**config.mk**
```make
export PLATFORM = sky130hd
export DESIGN_NAME = cpu_fetch_unit
export DESIGN_NICKNAME = d
export VERILOG_FILES = /design/src/rtl/cpu_fetch_unit.sv
export SDC_FILE = /design/constraint.sdc
export NUM_CORES = 1
export LEC_CHECK = 0
export BUFFER_PORTS_ARGS = -buffer_cell sky130_fd_sc_hd__buf_2
export CORE_MARGIN = 10
export CORE_UTILIZATION = 54
export DETAILED_ROUTE_END_ITERATION = 10
export PLACE_DENSITY = 0.8
export SETUP_SLACK_MARGIN = 0.15
export SLEW_MARGIN = 40
export SYNTH_ARGS = -nofsm -noshare
export SYNTH_HDL_FRONTEND = slang
export SYNTH_SLANG_ARGS = --single-unit
```
**constraint.sdc**
```tcl
create_clock -name i_clock -period 2.36 [get_ports i_clock]
set_input_delay 0 -clock i_clock [delete_from_list [all_inputs] [get_ports i_clock]]
set_output_delay 0 -clock i_clock [all_outputs]
set_load 0.02 [all_outputs]
```
**src/rtl/cpu_fetch_unit.sv**
```systemverilog
// In-order instruction fetch front end; halts after each control transfer until execute resolves it.
// Defining FETCH_PREFETCH_EN adds a one-entry prefetch buffer for back-to-back issue.
module cpu_fetch_unit #(
  parameter logic [31:0] RESET_VECTOR = 32'h0000_0000,
  parameter int unsigned TAG_WIDTH    = 4
) (
  input  logic                 i_clock,
  input  logic                 i_reset_n,
  output logic                 o_bus_request,
  output logic [31:0]          o_bus_address,
  input  logic                 i_bus_ready,
  input  logic [31:0]          i_bus_rdata,
  output logic [TAG_WIDTH-1:0] o_tag,
  output logic [31:0]          o_instruction,
  output logic [31:0]          o_pc,
  input  logic [TAG_WIDTH-1:0] i_decode_tag,
  input  logic [TAG_WIDTH-1:0] i_branch_tag,
  input  logic [31:0]          i_branch_pc,
  output logic                 o_branch_pending
);

  typedef enum logic [1:0] {FETCH, WAIT_BUS, ISSUE, WAIT_BRANCH} state_t;

  localparam logic [TAG_WIDTH-1:0] TAG_ONE = TAG_WIDTH'(1);

  state_t               state_q, state_d;
  logic [31:0]          pc_q, pc_d;
  logic [31:0]          word_q, word_d;
  logic                 req_q, req_d;
  logic [31:0]          addr_q, addr_d;
  logic [TAG_WIDTH-1:0] tag_q, tag_d;
  logic [31:0]          instr_q, instr_d;
  logic [31:0]          opc_q, opc_d;
  logic                 pending_q, pending_d;
  logic [TAG_WIDTH-1:0] issued_q, issued_d;
`ifdef FETCH_PREFETCH_EN
  logic [31:0]          buf_q, buf_d;
  logic                 buf_valid_q, buf_valid_d;
`endif

  logic [TAG_WIDTH-1:0] next_tag;
  logic                 bus_fire;
  logic                 issue_ok;

  function automatic logic is_ct(input logic [6:0] op);
    return (op == 7'b1101111) || (op == 7'b1100111) || (op == 7'b1100011);
  endfunction

  // Tag 0 is reserved for decode's reset value, so the counter skips it on wrap.
  assign next_tag = (tag_q == {TAG_WIDTH{1'b1}}) ? TAG_ONE : tag_q + TAG_ONE;
  assign bus_fire = req_q && i_bus_ready;
  assign issue_ok = (i_decode_tag == tag_q);

  always_comb begin
    state_d   = state_q;
    pc_d      = pc_q;
    word_d    = word_q;
    req_d     = req_q;
    addr_d    = addr_q;
    tag_d     = tag_q;
    instr_d   = instr_q;
    opc_d     = opc_q;
    pending_d = pending_q;
    issued_d  = issued_q;
`ifdef FETCH_PREFETCH_EN
    buf_d       = buf_q;
    buf_valid_d = buf_valid_q;
`endif
    case (state_q)
      FETCH: begin
        req_d   = 1'b1;
        addr_d  = pc_q & 32'hFFFF_FFFC;
        state_d = WAIT_BUS;
      end
      WAIT_BUS: begin
        if (bus_fire) begin
          word_d  = i_bus_rdata;
          req_d   = 1'b0;
          state_d = ISSUE;
        end
      end
      ISSUE: begin
`ifdef FETCH_PREFETCH_EN
        if (bus_fire) begin
          buf_d       = i_bus_rdata;
          buf_valid_d = 1'b1;
          req_d       = 1'b0;
        end
`endif
        if (issue_ok) begin
          instr_d = word_q;
          opc_d   = pc_q;
          tag_d   = next_tag;
          if (is_ct(word_q[6:0])) begin
            issued_d  = next_tag;
            pending_d = 1'b1;
            state_d   = WAIT_BRANCH;
`ifdef FETCH_PREFETCH_EN
            buf_valid_d = 1'b0;
            req_d       = 1'b0;
`endif
          end else begin
            pc_d    = pc_q + 32'd4;
            state_d = FETCH;
`ifdef FETCH_PREFETCH_EN
            // The buffered word or an in-flight read of pc+4 becomes the next head.
            if (buf_valid_q) begin
              word_d      = buf_q;
              buf_valid_d = 1'b0;
              state_d     = ISSUE;
            end else if (bus_fire) begin
              word_d      = i_bus_rdata;
              buf_valid_d = 1'b0;
              req_d       = 1'b0;
              state_d     = ISSUE;
            end else if (req_q) begin
              state_d = WAIT_BUS;
            end
`endif
          end
        end
      end
      WAIT_BRANCH: begin
        if (i_branch_tag == issued_q) begin
          pc_d      = i_branch_pc & 32'hFFFF_FFFC;
          pending_d = 1'b0;
          state_d   = FETCH;
        end
      end
      default: state_d = FETCH;
    endcase
`ifdef FETCH_PREFETCH_EN
    // Prefetch the successor of the head only when it is sequential and the buffer is free.
    if ((state_d == ISSUE) && !req_d && !buf_valid_d && !is_ct(word_d[6:0])) begin
      req_d  = 1'b1;
      addr_d = (pc_d + 32'd4) & 32'hFFFF_FFFC;
    end
`endif
  end

  always_ff @(posedge i_clock or negedge i_reset_n) begin
    if (!i_reset_n) begin
      state_q   <= FETCH;
      pc_q      <= RESET_VECTOR;
      word_q    <= 32'h0;
      req_q     <= 1'b0;
      addr_q    <= RESET_VECTOR & 32'hFFFF_FFFC;
      tag_q     <= '0;
      instr_q   <= 32'h0;
      opc_q     <= 32'h0;
      pending_q <= 1'b0;
      issued_q  <= '0;
`ifdef FETCH_PREFETCH_EN
      buf_q       <= 32'h0;
      buf_valid_q <= 1'b0;
`endif
    end else begin
      state_q   <= state_d;
      pc_q      <= pc_d;
      word_q    <= word_d;
      req_q     <= req_d;
      addr_q    <= addr_d;
      tag_q     <= tag_d;
      instr_q   <= instr_d;
      opc_q     <= opc_d;
      pending_q <= pending_d;
      issued_q  <= issued_d;
`ifdef FETCH_PREFETCH_EN
      buf_q       <= buf_d;
      buf_valid_q <= buf_valid_d;
`endif
    end
  end

  assign o_bus_request    = req_q;
  assign o_bus_address    = addr_q;
  assign o_tag            = tag_q;
  assign o_instruction    = instr_q;
  assign o_pc             = opc_q;
  assign o_branch_pending = pending_q;

endmodule

```
Word-level counts from Yosys, hierarchy flattened --
Index checks and enable logic that the tools add are counted.
Word-level totals: ROM bits 0, memories kept 0, output and inout port bits 102, memory bits (writable) 0, latch bits 0, register bits 170, logic and storage cells 55, bits of input ports 75
Operators by class: reductions and logical operators 13, multiplexer cells 16, $lt $le $gt $ge 0, $add $sub $neg 2, div/mod/pow operators 0, multiply operators 0, bitwise gates (word level) 0, equality and inequality tests 14, shift operators 0
Operators with widths (number):
- $mux W32 | 3
- $pmux W32 S2 | 1
- $add A32 B3 Y32 const B | 1
- $eq A7 B7 Y1 const B | 3
- $ne A2 B2 Y1 const B | 5
- $eq A4 B4 Y1 | 2
- $mux W2 | 4
- $pmux W2 S4 | 1
- $reduce_and A4 Y1 | 2
- $reduce_and A2 Y1 | 3
- $reduce_and A3 Y1 | 2
- $add A4 B1 Y4 const B | 1
- $eq A2 B2 Y1 const B | 2
- $eq A4 B4 Y1 const B | 1
- $mux W1 | 4
- $mux W4 | 1
- $pmux W1 S2 | 2
- $reduce_bool A2 Y1 | 2
- $eq A2 B1 Y1 const B | 1
- $logic_not A2 Y1 | 1
- $logic_or A1 B1 Y1 | 2
- $logic_and A1 B1 Y1 | 1

Logic depth before layout (Yosys ltp) --
Gate-level depths: netlist of run 1.
depth after elaboration 6, mapped depth 9, gate-level depth less buffers 6

Worst setup path after synthesis of run 1 --
No wires, ideal clock.
path type reg2reg, start point reg tag_q[2] (netlist: o_tag[2]), end point reg issued_q[0], data arrival time 1.901 ns, path buffers 2, data required time 2.235 ns, clock period less this slack 2.025 ns, cell stages (with the launch flop) 8, setup time 0.125 ns, setup slack 0.335 ns, cell sequence dfrtp_1 > buf_2 > xnor2_1 > and4_1 > buf_6 > nand2_1 > nor2_2 > mux2_2
On the way: word-level cells in the longest chain between the ends 2, elaborated cells on any way between the ends 4, classes of those cells 2 x eq/ne; 1 x mux; 1 x reduce/logical
RTL lines:
- from (decl) | RTL line 31 | logic [TAG_WIDTH-1:0] tag_q, tag_d;
- from (signal assigned) | RTL line 163 | tag_q <= tag_d;
- $eq A4 B4 Y1, on equally long branches | RTL line 52, 50
- $reduce_and A3 Y1 (no line) or $mux W4 (tied branches)
- to (signal assigned) | RTL line 167 | issued_q <= issued_d;
- to (decl) | RTL line 35 | logic [TAG_WIDTH-1:0] issued_q, issued_d;
Parallel ways exist; a longest one is shown, timed or not. A chain may end at the register's enable or synchronous reset.

Worst setup path after layout of run 1 --
start point reg pc_q[8], end point reg pc_q[15]
On the way: word-level cells in the longest chain between the ends 4
RTL lines:
- from (decl) | RTL line 27 | logic [31:0] pc_q, pc_d;
- from (signal assigned) | RTL line 159 | pc_q <= pc_d;
- $add A32 B3 Y32 | RTL line 103 | pc_d = pc_q + 32'd4;
- $mux W32 | RTL line 94 | if (is_ct(word_q[6:0])) begin
- $mux W32 | RTL line 90 | if (issue_ok) begin
- $pmux W32 S2 | RTL line 69 | case (state_q)
Every way passes these cells. The select of a mux whose other input is x is not followed.

==> results of run 1 <==
## placed cells by master, fill, tap and decap left out, types with 8 or more instances in the layout
cell             n
buf_2          169
dfrtp_1        166
mux2_2         124
dlygate4sd3_1   60
nand2_1         51
o21ai_0         30
nor2_1          22
buf_4           22
clkbuf_16       17
nand3_1         16
a21oi_1         14
a31oi_1         10
nand4_1          9
inv_1            8
## power by group through the flow
| stage | clock network, mW | registers, mW | logic, mW |
|---|---|---|---|
| 2_1_floorplan | 0 | 2.90 | 0.0262 |
| 3_3_place_gp | 0 | 2.90 | 0.150 |
| 3_5_place_dp | 0 | 2.90 | 0.155 |
| 4_1_cts | 2.57 | 2.85 | 0.233 |
| 5_1_grt | 2.70 | 2.84 | 0.258 |
| 6_report | 2.54 | 2.85 | 0.235 |
## metrics by stage
stage | worst slack, ns | instances | total power [mW] | util, %
2_1_floorplan | 0.3347 | 597 | 2.925 | -
3_3_place_gp | 0.2841 | 929 | 3.048 | 63.74
3_5_place_dp | 0.2344 | 929 | 3.053 | 63.74
4_1_cts | 0.1512 | 1019 | 5.652 | 72.23
5_1_grt | 0.1656 | 1020 | 5.807 | 72.29
6_report | 0.2553 | 1020 | 5.623 | 72.29
## cells by family after synthesis
| logic type | count (synthesis) | synth area share (%) |
|---|---|---|
| muxes | 126 | 19.16 |
| xor gates and xnor gates | 10 | 1.185 |
| buffers and inverters | 48 | 3.708 |
| AOI/OAI and AO/OA | 98 | 8.989 |
| and+or+nand+nor | 143 | 10.36 |
| DFF | 166 | 56.20 |
| adders and majority gates | 2 | 0.3385 |
| other | 1 | 0.05074 |
## per-layer routing
| metal | vias to the layer above | global-route usage [%] |
|---|---|---|
| met4 | 0 | 7.377 |
| met3 | 32 | 7.735 |
| met1 | 2879 | 25.86 |
| met5 | - | 0 |
| met2 | 211 | 35.53 |
| li1 | 2639 | - |
## registers in the layout, summed over array words and instances (netlist names)
signal,flops
o_instruction,32
o_branch_pending,1
state_q,2
word_q,32
o_tag,4
o_bus_address,30
o_bus_request,1
pc_q,30
issued_q,4
o_pc,30
## critical path, stage by stage (launching register included)
cell	delay, ns
dfrtp_1	0.55
nand3_2	0.20
or4_1	0.68
o32ai_1	0.30
o21ai_0	0.13
o211a_1	0.13
## cell type report
type                    count  area, um2
clock buffers              21      450.4
clock inverters             9      81.33
repair buffers            257       1723
fillers                   890       3699
well taps                 176      220.2
flip-flops and latches    166       4154
inverters                   8      30.03
multi-input cells         383       2990
## how the worst min path moves through the flow
stage                               start          endpoint  slack, ns
final                     i_branch_pc[19]          pc_q[19]       0.03
after global routing      i_branch_pc[19]          pc_q[19]       0.04
after CTS                 i_branch_pc[19]          pc_q[19]       0.02
after detailed placement        i_reset_n           pc_q[7]       0.07
after global placement          i_reset_n  o_bus_address[7]       0.06
after floorplan                 i_reset_n       issued_q[0]      -0.30
## timing repair
item / in CTS / in global routing
hold buffers: 60 / 0
resized for setup: 0 / 1
hold endpoints to repair: 132 / 0
setup buffers: 0 / 1
endpoints found under the setup margin: 0 / 7
==> results by group, run 1 <==
Outcome
  • Status: finished clean

Critical path
  • Critical Path AT: 2.42 ns
  • Kind of critical path: reg2reg
  • Reg-to-reg slack, setup: 0.26 ns
  • R2R depth: 5
  • Crit-path max FO: 10
  • Setup crit end kind: flop
  • Req. time, crit path: 2.68 ns
  • Setup crit end: pc_q[15]
  • Worst setup startpoint: pc_q[8]
  • Crit Reg-Reg Endpoint: pc_q[15]
  • CP Launch Type: flop
  • FF-to-FF Start: pc_q[8]

Detailed routing
  • DR vias: 5761
  • Top layer in use: met4
  • DRC marker count from the first detailed-route iteration: 407
  • Metal-1 WL: 8.035 mm
  • Final ANT Viol Nets: 0
  • Routed WL: 19.98 mm
  • Met2 wire length: 9.900 mm
  • DR WL met3: 1.681 mm
  • First-pass DRT Iterations: 5
  • Remaining DRCs: 0
  • WL per Instance: 19.59 um
  • Vias per inst: 5.648

Final layout
  • Finished Cell Area: 0.009649 mm2
  • Synth-to-Final Area Change: 30.56%
  • Fraction of layout cells with a size suffix above 1: 42.89%
  • Nets: 910
  • Ant. Diodes: 0

Synth
  • Avg Cell Area, Syn: 12.44 um2
  • Ys async rst share: 100.0%
  • Leading cell types by total area after synthesis: dfrtp_1 56%, mux2_2 19%, nand2_1 2.6%, o21ai_0 2.0%, nor2_1 1.2%
  • Sequential share of the synthesized area: 56.20%
  • Warnings from Yosys: 0
  • Ys flop type: dfrtp_1
  • Synthesized cell area: 0.007391 mm2
  • #FFs+latches synth: 166
  • Post-synth EDFFs: 0
  • Syn Inst Count: 594
  • Most frequent cell after synthesis: dfrtp_1
  • Synth area leader: dfrtp_1
  • Share of the synthesized area in the top cell type: 56.20%
  • Commonest cells in the synthesized netlist: 166 x dfrtp_1, 124 x mux2_2, 52 x nand2_1
  • Netlist cell types: 54

Job
  • Max-Cap Viols: 0

STA
  • Slew of the pin with the lowest slew margin: 0.6995 ns
  • Final hold violation count: 0
  • Final setup vio count: 0
  • RSZ-0062 raised after global routing: no
  • Fin Clk Skew: 0.007246 ns
  • Maximum clock rate: 0.4751 GHz
  • Slew headroom: 53.37%
  • Tmin final: 2.105 ns
  • Slew Viols, Final: 0
  • Period utilization: 89.18%
  • Setup_tns: 0 ns
  • Worst hold slack: 0.02845 ns

Pwr
  • Combinational Power Share: 4.2%
  • Internal power: 4.428 mW
  • Switching Fraction: 21.24%
  • Power per cell area: 582.7 mW/mm2
  • Leak: 5.069 nW
  • Register share of total power: 50.6%
  • Maximum vdd drop: 0.4605 mV
  • P_sw: 1.194 mW
  • Clock share of power: 45.2%

Min path
  • Depth of the worst hold-timing path: 4
  • Worst hold path class: in2reg

Clock tree
  • Sink Count: 166
  • Root buffer cell: clkbuf_16
  • TritonCTS clock tree: built
  • Clk_lat worst skew: 0.43 ns
  • Reg clk slew, reported paths: 0.06 ns
  • H-tree lvl count: 4
  • Num CTS Buffers: 17
  • CTS max path bufs: 2

Global route
  • Pin count of the biggest net entering global routing: 76
  • First-pass GRT wire length: 32.09 mm
  • Congestion Overflow GR: 0
  • Vias in the first global route: 6109
  • Tot GR Track Use: 21.64%
  • Antenna violations before repair: 0

Floorplan
  • Top Ports: 177
  • Initial Util: 55.37%
  • Die area: 0.01877 mm2
  • Die W: 137.0 um
  • Total core area: 0.01335 mm2
  • Die height: 137.0 um
  • FP Rows: 42

Placed design
  • DPL Wire Length: 13.47 mm
  • Dpl cell area: 0.008508 mm2
  • Port bufs: 170
  • GPL Wtd Cong: 0.9051
Power figures use the tool's default switching activity.
==> inputs of run 2 (changes only) <==
Settings changed: SETUP_SLACK_MARGIN 0.15 to 0.5.
==> results by group, run 2 (synthesized netlist as in run 1, its figures left out) <==
Detailed routing
  • Routed WL: 21.96 mm (+9.9%)
  • DRC marker count from the first detailed-route iteration: 630 (+55%)
  • Vias per inst: 5.768 (+2.1%)
  • First-pass DRT Iterations: 5 (unchanged)
  • DR vias: 6149 (+6.7%)
  • WL per Instance: 20.60 um (+5.2%)
  • Final ANT Viol Nets: 0 (unchanged)
  • Remaining DRCs: 0 (unchanged)

Critical path
  • Top Family by Delay on Critical Path: simple AND/OR/NAND/NOR gates
  • FF-to-FF Start: pc_q[2]
  • Req. time, crit path: 2.66 ns (-0.02 ns)
  • Number of buffers and inverters on the critical path: 2 (+2)
  • Setup crit end kind: flop
  • Critical Path AT: 2.19 ns (-0.23 ns)
  • Cell Chain, Critical Path: buf_4, nand3_4, or4_4, buf_4, o32ai_2, a211oi_1
  • Slowest CP cell: or4_4
  • CP dominant cell by count: buf_4
  • Reg-to-reg slack, setup: 0.48 ns (+0.22 ns)
  • CP peak stage delay: 0.60 ns (-0.08 ns)
  • CP Launch Type: flop
  • Worst setup startpoint: pc_q[2]
  • Kind of critical path: reg2reg
  • Crit-path max FO: 5 (-5)

Global route
  • Pin count of the biggest net entering global routing: 86 (+13%)
  • Congestion Overflow GR: 0 (unchanged)
  • Vias in the first global route: 6278 (+2.8%)
  • Tot GR Track Use: 22.05% (+0.41 points)
  • First-pass GRT wire length: 32.78 mm (+2.2%)
  • Antenna violations before repair: 0 (unchanged)

Clock tree
  • H-tree lvl count: 4 (unchanged)
  • Sink Count: 166 (unchanged)
  • Reg clk slew, reported paths: 0.07 ns (about the same)
  • CTS max path bufs: 2 (unchanged)
  • TritonCTS clock tree: built
  • Clk_lat worst skew: 0.43 ns (about the same)
  • Root buffer cell: clkbuf_16
  • Num CTS Buffers: 17 (unchanged)

STA
  • Slew Viols, Final: 0 (unchanged)
  • Final setup vio count: 0 (unchanged)
  • Fin Clk Skew: 0.01042 ns (+0.003169 ns)
  • Tmin final: 1.884 ns (-0.2205 ns)
  • Period utilization: 79.84% (-9.3 points)
  • Final Worst Setup Slack: 0.4759 ns (+0.2205 ns)
  • Final hold violation count: 1 (+1)
  • Worst hold slack: -0.01725 ns (-0.04570 ns)
  • RSZ-0062 raised after global routing: yes
  • Slew of the pin with the lowest slew margin: 0.7108 ns (+0.01127 ns)
  • Maximum clock rate: 0.5307 GHz (+12%)
  • Slew headroom: 52.62% (-0.75 points)
  • Setup_tns: 0 ns (unchanged)

Placed design
  • GPL Wtd Cong: 0.8814 (-2.6%)
  • Dpl cell area: 0.008464 mm2 (-0.51%)
  • DPL Wire Length: 13.46 mm (about the same)
  • Setup Slack @ Placement: 0.2396 ns (+0.005212 ns)
  • Port bufs: 170 (unchanged)
  • Placed instance count: 926 (-0.32%)

Floorplan
  • Initial Util: 55.37% (unchanged)
  • Die W: 137.0 um (unchanged)
  • Total core area: 0.01335 mm2 (unchanged)
  • Die area: 0.01877 mm2 (unchanged)
  • Top Ports: 177 (unchanged)
  • FP Rows: 42 (unchanged)
  • Die height: 137.0 um (unchanged)

Pwr
  • Power per cell area: 578.0 mW/mm2 (-0.80%)
  • Design Power: 6.008 mW (+6.9%)
  • Leak: 5.406 nW (+6.6%)
  • Maximum vdd drop: 0.5461 mV (+19%)

Final layout
  • Finished Cell Area: 0.01039 mm2 (+7.7%)
  • Most frequent cells in the layout: 169 x buf_2, 149 x dfrtp_1, 124 x mux2_2
  • Synth-to-Final Area Change: 40.63%
  • Core Util, Final: 77.87% (+5.6 points)
  • Fraction of layout cells with a size suffix above 1: 52.36% (+9.5 points)
  • Final Instance Count excl. Fillers: 1066 (+4.5%)
  • Commonest non-fill, non-tap cell in the layout: buf_2
  • Ant. Diodes: 0 (unchanged)
  • Nets: 954 (+4.8%)
  • Fill count: 795 (-11%)

Min path
  • Min-delay src: i_branch_pc[19]
  • Worst hold path class: in2reg

Job
  • Max-Cap Viols: 0 (unchanged)

Outcome
  • Status: finished, violations left
  • Failing checks: negative hold slack
## run 2: worst min-delay path, cell delays in order
cell,delay [ns]
buf_2,0.08
and2_1,0.11
a31oi_1,0.04
o21ai_1,0.12
## run 2: routing by layer
metal / global-route usage [%] / part of all wire, %
met5: 0 / 0
met4: 8.724 / 2.9
met3: 9.238 / 11
met2: 36.07 / 49
met1: 25.14 / 37
## run 2: path summary, 6_finish.rpt
check                           depth (start not counted)     endpoint
worst max-delay path                                    6     pc_q[13]
worst min-delay path                                    4     pc_q[19]
worst max register to register                          6     pc_q[13]
worst min register to register                          2      o_pc[5]
max in group asynchronous                               3     pc_q[18]
min in group asynchronous                               2  issued_q[0]
## run 2: report_power, final
| part | internal, mW | total [mW] | leakage (nW) | switching, mW |
|---|---|---|---|---|
| clock network | 1.73 | 2.92 | 0.292 | 1.19 |
| logic | 0.128 | 0.243 | 2.86 | 0.116 |
| registers | 2.84 | 2.84 | 2.26 | 0 |
| total | 4.71 | 6.01 | 5.41 | 1.30 |
## run 2: repair_timing
| action | 4_1_cts | 5_1_grt |
|---|---|---|
| gates cloned | 0 | 2 |
| pin swaps | 6 | 24 |
| resized for setup | 20 | 76 |
| setup buffers | 12 | 33 |
| hold buffers | 61 | 0 |
| endpoints found under the hold margin | 144 | 0 |
| endpoints found under the setup margin | 88 | 83 |
## run 2: cell type report
class,instances,area (um2),share of cell area (%)
Tap cell,176,220.2,2.119
Inverter,8,30.03,0.2889
Clock inverter,13,172.7,1.661
Multi-Input combinational cell,383,3252,31.29
Sequential cell,166,4175,40.17
Clock buffer,19,452.9,4.358
Timing Repair Buffer,301,2091,20.12
